<file path="config.mk">
export PLATFORM = sky130hd
export DESIGN_NAME = seqgen_burst
export DESIGN_NICKNAME = d
export VERILOG_FILES = /design/src/rtl/seqgen_pkg.sv /design/src/rtl/seqgen_cmdq.sv /design/src/rtl/seqgen_burst.sv
export SDC_FILE = /design/constraint.sdc
export NUM_CORES = 1
export LEC_CHECK = 0
export CORE_ASPECT_RATIO = 1.1
export CORE_MARGIN = 2
export CORE_UTILIZATION = 25
export CTS_CLUSTER_SIZE = 16
export DETAILED_ROUTE_END_ITERATION = 10
export SETUP_SLACK_MARGIN = 0.4
export SLEW_MARGIN = 20
export SYNTH_ARGS = -nofsm -noshare
export SYNTH_HDL_FRONTEND = slang
export SYNTH_SLANG_ARGS = --single-unit
</file>
<file path="constraint.sdc">
create_clock -name Clk -period 5.4 [get_ports Clk]
set_clock_uncertainty 0.05 [all_clocks]
set_input_delay 0.81 -clock Clk [delete_from_list [all_inputs] [get_ports Clk]]
set_output_delay 0.81 -clock Clk [all_outputs]
set_load 0.01 [all_outputs]
</file>
<file path="src/rtl/seqgen_pkg.sv">
// Shared types for the burst sequence generator: mode encoding, command record and
// small mode helpers used by the engine.
package seqgen_pkg;

  localparam int unsigned SeqModeWidth = 2;
  localparam int unsigned SeqDefWWidth = 8;
  localparam int unsigned SeqDefSWidth = 8;
  localparam int unsigned SeqDefCWidth = 4;

  typedef enum logic [SeqModeWidth-1:0] {
    SEQ_ONESHOT = 2'd0,
    SEQ_REPEAT  = 2'd1,
    SEQ_CONST   = 2'd2
  } seq_mode_e;

  // Command record at the default widths; parametrised instances carry their own copy.
  typedef struct packed {
    logic [SeqDefWWidth-1:0] start;
    logic [SeqDefSWidth-1:0] stride;
    logic [SeqDefCWidth-1:0] count;
    seq_mode_e               mode;
  } seq_cmd_t;

  // The reserved encoding folds onto ONESHOT so stored modes are always legal enumerators.
  function automatic seq_mode_e seq_mode_decode(logic [SeqModeWidth-1:0] raw);
    seq_mode_e m;
    case (raw)
      2'd1:    m = SEQ_REPEAT;
      2'd2:    m = SEQ_CONST;
      default: m = SEQ_ONESHOT;
    endcase
    return m;
  endfunction

  function automatic logic seq_is_repeat(seq_mode_e m);
    return m == SEQ_REPEAT;
  endfunction

  function automatic logic seq_steps(seq_mode_e m);
    return m != SEQ_CONST;
  endfunction

endpackage

</file>
<file path="src/rtl/seqgen_cmdq.sv">
// Two-slot command store (ACTIVE + PENDING) for the burst generator. Decides whether an
// accepted command starts a pass immediately or waits, and drives the command-side ready.
module seqgen_cmdq
  import seqgen_pkg::*;
#(
  parameter type cmd_t = seq_cmd_t
) (
  input  logic clk_i,
  input  logic rst_ni,
  input  logic abort_i,
  input  logic cmd_valid_i,
  input  cmd_t cmd_i,
  input  logic running_i,
  input  logic pass_end_i,
  output logic cmd_ready_o,
  output logic take_o,
  output logic promote_o,
  output logic pend_full_o,
  output cmd_t act_o,
  output cmd_t pend_o
);

  cmd_t act_q, act_d;
  cmd_t pend_q, pend_d;
  logic pend_full_q, pend_full_d;
  logic accept;

  assign cmd_ready_o = !pend_full_q && !abort_i;
  assign accept      = cmd_valid_i && cmd_ready_o;
  // A command goes straight to ACTIVE whenever a pass boundary is free to take it.
  assign take_o      = accept && (!running_i || pass_end_i);
  assign promote_o   = pass_end_i && pend_full_q;
  assign pend_full_o = pend_full_q;
  assign act_o       = act_q;
  assign pend_o      = pend_q;

  always_comb begin
    act_d       = act_q;
    pend_d      = pend_q;
    pend_full_d = pend_full_q;
    if (abort_i) begin
      act_d       = '0;
      pend_d      = '0;
      pend_full_d = 1'b0;
    end else begin
      if (promote_o) begin
        act_d       = pend_q;
        pend_full_d = 1'b0;
      end else if (take_o) begin
        act_d = cmd_i;
      end
      if (accept && !take_o) begin
        pend_d      = cmd_i;
        pend_full_d = 1'b1;
      end
    end
  end

  always_ff @(posedge clk_i or negedge rst_ni) begin
    if (!rst_ni) begin
      act_q       <= '0;
      pend_q      <= '0;
      pend_full_q <= 1'b0;
    end else begin
      act_q       <= act_d;
      pend_q      <= pend_d;
      pend_full_q <= pend_full_d;
    end
  end

endmodule

</file>
<file path="src/rtl/seqgen_burst.sv">
// Burst sequence generator: streams Start, Start+Stride, ... over valid/ready, with a
// one-deep command queue so consecutive bursts run back to back.
module seqgen_burst
  import seqgen_pkg::*;
#(
  parameter int unsigned WWIDTH = 8,
  parameter int unsigned SWIDTH = 8,
  parameter int unsigned CWIDTH = 4
) (
  input  logic              Clk,
  input  logic              RstN,
  input  logic              CmdValid,
  output logic              CmdReady,
  input  logic [WWIDTH-1:0] CmdStart,
  input  logic [SWIDTH-1:0] CmdStride,
  input  logic [CWIDTH-1:0] CmdCount,
  input  logic [1:0]        CmdMode,
  input  logic              Abort,
  output logic [WWIDTH-1:0] DataOut,
  output logic              OutValid,
  input  logic              OutReady,
  output logic              OutFirst,
  output logic              OutLast,
  output logic              Busy
);

  typedef struct packed {
    logic [WWIDTH-1:0] start;
    logic [SWIDTH-1:0] stride;
    logic [CWIDTH-1:0] count;
    seq_mode_e         mode;
  } cmd_t;

  typedef enum logic {StIdle, StRun} state_e;

  state_e            state_q, state_d;
  logic [WWIDTH-1:0] data_q, data_d;
  logic [CWIDTH-1:0] rem_q, rem_d;
  logic              first_q, first_d;

  cmd_t              cmd_in, act_cmd, pend_cmd, load_cmd;
  logic              running, xfer, last, pass_end;
  logic              take, promote, pend_full, load;
  logic [WWIDTH-1:0] stride_ext;

  assign cmd_in = '{
    start:  CmdStart,
    stride: CmdStride,
    count:  CmdCount,
    mode:   seq_mode_decode(CmdMode)
  };

  assign running  = state_q == StRun;
  assign xfer     = running && OutReady;
  // rem_q == 0 encodes a full 2^CWIDTH burst, so only 1 marks the final element.
  assign last     = rem_q == CWIDTH'(1);
  assign pass_end = xfer && last && !Abort;

  seqgen_cmdq #(
    .cmd_t (cmd_t)
  ) u_cmdq (
    .clk_i       (Clk),
    .rst_ni      (RstN),
    .abort_i     (Abort),
    .cmd_valid_i (CmdValid),
    .cmd_i       (cmd_in),
    .running_i   (running),
    .pass_end_i  (pass_end),
    .cmd_ready_o (CmdReady),
    .take_o      (take),
    .promote_o   (promote),
    .pend_full_o (pend_full),
    .act_o       (act_cmd),
    .pend_o      (pend_cmd)
  );

  assign stride_ext = WWIDTH'($signed(act_cmd.stride));

  // Next pass source: queued command first, then a fresh one, then a REPEAT restart.
  always_comb begin
    load     = 1'b0;
    load_cmd = act_cmd;
    if (promote) begin
      load     = 1'b1;
      load_cmd = pend_cmd;
    end else if (take) begin
      load     = 1'b1;
      load_cmd = cmd_in;
    end else if (pass_end && seq_is_repeat(act_cmd.mode)) begin
      load     = 1'b1;
      load_cmd = act_cmd;
    end
  end

  always_comb begin
    state_d = state_q;
    data_d  = data_q;
    rem_d   = rem_q;
    first_d = first_q;
    if (Abort) begin
      state_d = StIdle;
    end else if (load) begin
      state_d = StRun;
      data_d  = load_cmd.start;
      rem_d   = load_cmd.count;
      first_d = 1'b1;
    end else if (pass_end) begin
      state_d = StIdle;
    end else if (xfer) begin
      if (seq_steps(act_cmd.mode)) begin
        data_d = data_q + stride_ext;
      end
      rem_d   = rem_q - CWIDTH'(1);
      first_d = 1'b0;
    end
  end

  always_ff @(posedge Clk or negedge RstN) begin
    if (!RstN) begin
      state_q <= StIdle;
      data_q  <= '0;
      rem_q   <= '0;
      first_q <= 1'b0;
    end else begin
      state_q <= state_d;
      data_q  <= data_d;
      rem_q   <= rem_d;
      first_q <= first_d;
    end
  end

  assign DataOut  = data_q;
  assign OutValid = running;
  assign OutFirst = running && first_q;
  assign OutLast  = running && last;
  assign Busy     = running || pend_full;

endmodule
</file>
# Yosys cells after proc, flatten, opt, wreduce, memory -nomap -nowiden

Index checks and enable logic that the tools add are counted.

Input bits: 27
Register bits after elaboration: 59

Mux-type cells: 25
Reduce and logical (&&, ||, !) cells: 25
Add/sub/neg operators: 2
Equal/unequal tests: 6
Bitwise gates (word level): 1

Operators by type and width:

| cell                                                               | number |
|---|---|
| 22-bit 2-to-1 mux                                                  | 5 |
| 8-bit 2-to-1 mux                                                   | 4 |
| 1-bit 2-to-1 mux                                                   | 12 |
| 4-bit 2-to-1 mux                                                   | 3 |
| 1-bit logical AND                                                  | 11 |
| 3-bit nonzero test                                                 | 3 |
| 8-bit adder                                                        | 1 |
| 2-bit nonzero test                                                 | 3 |
| 2-bit by 1-bit == test with 1-bit output, second input constant    | 2 |
| 4-bit by 1-bit == test with 1-bit output, second input constant    | 1 |
| 1-bit logical NOT                                                  | 4 |
| 2-bit case mux with 2 select lines                                 | 1 |
| 4-bit AND reduction                                                | 1 |
| 4-bit by 1-bit subtractor with 4-bit output, second input constant | 1 |
| 3-bit AND reduction                                                | 1 |
| 2-bit == test, second input constant                               | 1 |
| 1-bit logical OR                                                   | 2 |
| 2-bit by 1-bit != test with 1-bit output, second input constant    | 1 |
| 2-bit != test, second input constant                               | 1 |
| 1-bit inverter                                                     | 1 |

# Longest topological paths before layout

Word-level depth: 9
Depth in mapped cells: 10
Mapped depth without buffers: 8

# Cells and area by module

A second synthesis with hierarchy kept.

Cell total of the unflattened synthesis: 325
Area total of the unflattened synthesis: 3528.4 µm²

By module, submodules not included:

| module       | sequential area each (µm²) | cells an instance | area each (µm²) | times used |
|---|---|---|---|---|
| seqgen_cmdq  | 1126.1                     | 157               | 2149.6          | 1 |
| seqgen_burst | 350.3                      | 168               | 1378.8          | 1 |

# Least setup slack after synthesis

No wires, ideal clock.

Kind: input to register
Start: input OutReady
End: register rem_q[3]
Stages on the path: 7
Data arrival time: 2.336 ns
Slack: 2.876 ns
Setup time: 0.138 ns
Buffers on the path: 1
Path through: nand4bb_4 -> a2111oi_4 -> buf_6 -> mux2i_1 -> nor2_1 -> a21oi_1 -> a21oi_2

Word-level cells in the longest chain between the ends: 9
Elaborated cells between the ends (all ways): 16
Those cells by class: eq/ne (1); mux (6); reduce/logical (9)

Ends and longest elaborated chain:

| item                                                                                     | RTL line                              | source |
|---|---|---|
| start: declaration                                                                       | seqgen_burst.sv:21                    | `input logic OutReady,` |
| 1-bit logical AND (*)                                                                    | seqgen_burst.sv:54                    | `assign xfer = running && OutReady;` |
| 1-bit logical AND (2 in a row)                                                           | seqgen_burst.sv:57                    | `assign pass_end = xfer && last && !Abort;` |
| 1-bit logical AND or 1-bit logical OR (tied branches)                                    | seqgen_burst.sv:89, seqgen_cmdq.sv:31 |  |
| 1-bit 2-to-1 mux or 1-bit logical AND (tied branches)                                    | seqgen_burst.sv:89, seqgen_cmdq.sv:31 |  |
| 1-bit 2-to-1 mux                                                                         | seqgen_burst.sv:86                    | `end else if (take) begin` |
| 1-bit 2-to-1 mux                                                                         | seqgen_burst.sv:83                    | `if (promote) begin` |
| 2-bit by 1-bit != test with 1-bit output (no line) or 2-bit nonzero test (tied branches) | n/a                                   |  |
| 3-bit AND reduction (no line)                                                            | n/a                                   |  |
| end signal: assignment                                                                   | seqgen_burst.sv:127                   | `rem_q <= rem_d;` |
| end: declaration                                                                         | seqgen_burst.sv:38                    | `logic [CWIDTH-1:0] rem_q, rem_d;` |

Mark *: on every way between the ends. The rest lies on a longest branch, timed or not. The select of a mux whose other input is x is not followed.
A chain may end at the register's enable or synchronous reset.

# Final worst setup path

Start: input Abort
End: output CmdReady

Word-level cells in the longest chain between the ends: 2

Ends and longest elaborated chain:

| item               | RTL line           | source |
|---|---|---|
| start: declaration | seqgen_burst.sv:18 | `input logic Abort,` |
| 1-bit logical NOT  | seqgen_cmdq.sv:28  | `assign cmd_ready_o = !pend_full_q && !abort_i;` |
| 1-bit logical AND  | seqgen_cmdq.sv:28  |  |
| end: declaration   | seqgen_burst.sv:13 | `output logic CmdReady,` |

Every way passes these cells.

==> impl_metrics.xml <==
<?xml version="1.0" encoding="UTF-8"?>
<metrics>
  <group name="timing">
    <metric name="grt_setup_unrepaired" unit="">false</metric>
    <metric name="timing.final.setup_violations" unit="">0</metric>
    <metric name="final_max_slew_viol_count" unit="">0</metric>
    <metric name="tightest_pin_transition" unit="ps">894</metric>
    <metric name="finalHoldViolations" unit="">0</metric>
    <metric name="min_period" unit="ps">3220</metric>
    <metric name="final.period_utilization" unit="%">59.6</metric>
    <metric name="fin_tns_setup" unit="ps">0</metric>
    <metric name="timing.slew.headroom" unit="%">40.4</metric>
    <metric name="max_freq" unit="GHz">0.311</metric>
  </group>
  <group name="detailed_routing">
    <metric name="detail_route.iter0.violations" unit="">200</metric>
    <metric name="drt_drc_violations_left" unit="">0</metric>
    <metric name="detail_route.first_pass.iterations" unit="">4</metric>
    <metric name="drt.antenna.violating_nets" unit="">0</metric>
    <metric name="route.final.wire_length" unit="um">7740</metric>
    <metric name="num_vias" unit="">2484</metric>
    <metric name="drt-wirelength-per-cell" unit="um">14.5</metric>
    <metric name="routed_via_density" unit="">4.65</metric>
  </group>
  <group name="logic_synthesis">
    <metric name="postSynthRegisterBits" unit="">59</metric>
    <metric name="synth_async_sr_flop_share" unit="%">100</metric>
    <metric name="synth_seq_area_share" unit="%">46.5</metric>
    <metric name="post_synth.cell_area_avg" unit="um^2">9.41</metric>
    <metric name="distinct_cell_type_count_after_synthesis" unit="">45</metric>
    <metric name="post-synth-top-area-fraction" unit="%">46.5</metric>
    <metric name="netlist.top_cell.by_area" unit="">sky130_fd_sc_hd__dfrtp_1</metric>
    <metric name="synth_cells" unit="">337</metric>
    <metric name="synth_nets" unit="">374</metric>
    <metric name="synth_ff_type" unit="">sky130_fd_sc_hd__dfrtp_1</metric>
    <metric name="post_synth_instance_area" unit="um^2">3170</metric>
    <metric name="synth_edf_count" unit="">0</metric>
    <metric name="cells_taking_the_most_area_after_synthesis" unit="">sky130_fd_sc_hd__dfrtp_1 (47%), sky130_fd_sc_hd__nand2_1 (6.6%), sky130_fd_sc_hd__mux2i_1 (6.3%)</metric>
    <metric name="yosysWarnings" unit="">0</metric>
    <metric name="synth_common_cells" unit="">sky130_fd_sc_hd__dfrtp_1 (59), sky130_fd_sc_hd__nand2_1 (56), sky130_fd_sc_hd__nor2_1 (41)</metric>
    <metric name="synth.most_common_cell" unit="">sky130_fd_sc_hd__dfrtp_1</metric>
  </group>
  <group name="clock_network">
    <metric name="clk_buf_depth" unit="">2</metric>
    <metric name="clock_latency_on_the_worst_skew_pair" unit="ps">320</metric>
    <metric name="cts_htree_levels" unit="">3</metric>
    <metric name="cts_buffers" unit="">9</metric>
    <metric name="cts_hold_buf" unit="">0</metric>
    <metric name="cts.sink_count" unit="">59</metric>
    <metric name="cts_resized" unit="">0</metric>
    <metric name="clkTransAtPathRegs" unit="ps">50</metric>
    <metric name="tritoncts" unit="">built</metric>
    <metric name="post-cts-setup-buffers" unit="">0</metric>
    <metric name="cts_root_buf" unit="">sky130_fd_sc_hd__clkbuf_16</metric>
  </group>
  <group name="worst_setup_path">
    <metric name="regToRegStartpoint" unit="">rem_q[1]$_DFFE_PN0P_</metric>
    <metric name="cp_max_fo" unit="">49</metric>
    <metric name="r2r_end" unit="">DataOut[6]$_DFFE_PN0P_</metric>
    <metric name="crit_arrival" unit="ps">2360</metric>
    <metric name="ff2ff_path_depth" unit="">7</metric>
    <metric name="setup.worst_path.end_class" unit="">output pin</metric>
    <metric name="path_class" unit="">input port to output pin</metric>
    <metric name="rrSetupSlack" unit="ps">2550</metric>
    <metric name="critical_path_required" unit="ps">4540</metric>
    <metric name="worstSetupStartpoint" unit="">Abort</metric>
    <metric name="worst_setup_path_start_kind" unit="">input port</metric>
  </group>
  <group name="place">
    <metric name="port_buffers" unit="">39</metric>
    <metric name="placedCellCount" unit="">520</metric>
    <metric name="gp_congestion" unit="">0.767</metric>
    <metric name="hpwl" unit="um">5160</metric>
  </group>
  <group name="worst_hold_path">
    <metric name="hold_path.class" unit="">flop to flop</metric>
    <metric name="hold_path_end" unit="">first_q$_DFFE_PN0P_</metric>
    <metric name="hold-path-cell-count" unit="">2</metric>
    <metric name="hp-start" unit="">first_q$_DFFE_PN0P_</metric>
  </group>
  <group name="floorplanning">
    <metric name="placement_rows" unit="">43</metric>
    <metric name="fp.dieH" unit="um">122</metric>
    <metric name="die_width" unit="um">111</metric>
    <metric name="ioPinCount" unit="">40</metric>
    <metric name="fp.dieArea" unit="um^2">13600</metric>
    <metric name="core-area" unit="um^2">12500</metric>
    <metric name="floorplan.initialDensity" unit="%">25.4</metric>
  </group>
  <group name="power">
    <metric name="p_leak" unit="nW">1.80</metric>
    <metric name="clock_power_share" unit="%">33.0</metric>
    <metric name="swShare" unit="%">31.2</metric>
    <metric name="combinational_power_share" unit="%">28.4</metric>
    <metric name="internal-power" unit="mW">1.06</metric>
    <metric name="maximum_vdd_drop" unit="V">0.000151</metric>
    <metric name="p_sw" unit="mW">0.480</metric>
    <metric name="power.density" unit="nW/um^2">387</metric>
    <metric name="design_power_total" unit="mW">1.54</metric>
    <metric name="seqPwrFrac" unit="%">38.6</metric>
  </group>
  <group name="global_route">
    <metric name="antenna_found_initial" unit="">0</metric>
    <metric name="grt_pass1_wl" unit="um">12900</metric>
    <metric name="grt.total_usage" unit="%">12.1</metric>
    <metric name="grt_max_degree" unit="">60</metric>
    <metric name="grt_remaining_overflow" unit="">0</metric>
    <metric name="grt_pass1_vias" unit="">2533</metric>
  </group>
  <group name="finish">
    <metric name="multiInputGateArea" unit="um^2">1550</metric>
    <metric name="final-seq-area" unit="um^2">1480</metric>
    <metric name="filler_cell_count" unit="">1311</metric>
    <metric name="syn_to_final_growth" unit="%">25.4</metric>
    <metric name="layout_cell_share_with_drive_strength_beyond_1" unit="%">8.75</metric>
    <metric name="stdcell_count" unit="">534</metric>
    <metric name="final_util" unit="%">31.9</metric>
    <metric name="antenna_cells_inserted" unit="">0</metric>
    <metric name="finalNetCount" unit="">411</metric>
  </group>
  <group name="status">
    <metric name="run_status" unit="">completed</metric>
  </group>
  <group name="job">
    <metric name="cap_violations" unit="">0</metric>
  </group>
</metrics>
-- cells in the final DEF (no fill, tap or decap), drive strengths merged, types with 2 or more instances in the layout --
| cell type | Yosys | layout |
|---|---|---|
| dfrtp | 59 | 59 |
| nand2 | 56 | 56 |
| nor2 | 41 | 41 |
| clkdlybuf4s50 | 0 | 38 |
| nand3b | 25 | 25 |
| a21oi | 25 | 25 |
| mux2i | 20 | 20 |
| inv | 13 | 13 |
| a211oi | 13 | 13 |
| o21ai | 11 | 11 |
| clkbuf | 14 | 11 |
| ha | 9 | 9 |
| buf | 6 | 8 |
| xor2 | 6 | 6 |
| nand3 | 5 | 5 |
| nor3 | 4 | 4 |
| clkinv | 1 | 4 |
| and3 | 3 | 3 |
| nor4b | 2 | 2 |
| xnor2 | 2 | 2 |
-- critical path: stages --
cell and delay (ps):
sky130_fd_sc_hd__clkdlybuf4s50_1 460, sky130_fd_sc_hd__buf_4 410, sky130_fd_sc_hd__nor2_1 170, sky130_fd_sc_hd__clkdlybuf4s50_1 510
-- power by group through the flow --
stage / Combinational [mW] / Clock [mW] / Sequential (mW)
floorplan: 0.274 / 0 / 0.586
global route: 0.490 / 0.539 / 0.606
global placement: 0.428 / 0 / 0.601
detailed placement: 0.437 / 0 / 0.603
finish: 0.437 / 0.509 / 0.595
CTS: 0.440 / 0.520 / 0.596
-- per-stage QoR --
stage | hold slack [ps] | instance area [um^2] | worst slack (ps)
CTS | 426 | 3980 | 2170
global route | 481 | 3980 | 2050
global placement | 413 | 3710 | 2080
floorplan | 389 | 3170 | 2880
finish | 428 | 3980 | 2180
detailed placement | 415 | 3710 | 1950
-- how the worst max path moves through the flow --
stage                        endpoint  cells past startpoint  slack (ps)
6_report                     CmdReady                      4        2180
5_1_grt                      CmdReady                      4        2050
4_1_cts                      CmdReady                      4        2170
3_5_place_dp   DataOut[6]$_DFFE_PN0P_                      5        1950
3_3_place_gp   DataOut[6]$_DFFE_PN0P_                      5        2080
2_1_floorplan    rem_q[3]$_DFFE_PN0P_                      7        2880
-- layout make-up --
class / count / area share (%)
Multi-Input combinational cell: 244 / 38.9
Sequential cell: 59 / 37.1
Timing Repair Buffer: 46 / 11.0
Clock buffer: 11 / 6.35
Tap cell: 157 / 4.94
Inverter: 14 / 1.32
Clock inverter: 3 / 0.377
-- kinds of logic (layout without fill, tap and decap cells) --
group	Yosys count	count (layout)	synth area share (%)
compound gates	62	62	13.8
xor+xnor	8	8	2.21
fa+ha+maj	10	10	4.18
buf+inv	34	74	4.65
flops	59	59	46.5
mux	20	20	6.31
simple gates	144	144	22.2
-- layer usage --
metal	part of all wire (%)	GRT usage, %	vias to the layer above
met4	1.1	4.55	0
met1	47	15.9	1202
met3	4.4	3.28	6
met2	47	19.3	44
li1	-	-	1232
met5	0	0	-
-- sequential cells by signal, indices dropped and copies added (netlist names) --
signal              flops
rem_q                   4
first_q                 1
u_cmdq.act_o           22
DataOut                 8
u_cmdq.pend_full_o      1
u_cmdq.pend_o          22
OutValid                1
No activity file was read; power rests on OpenSTA's default activity.
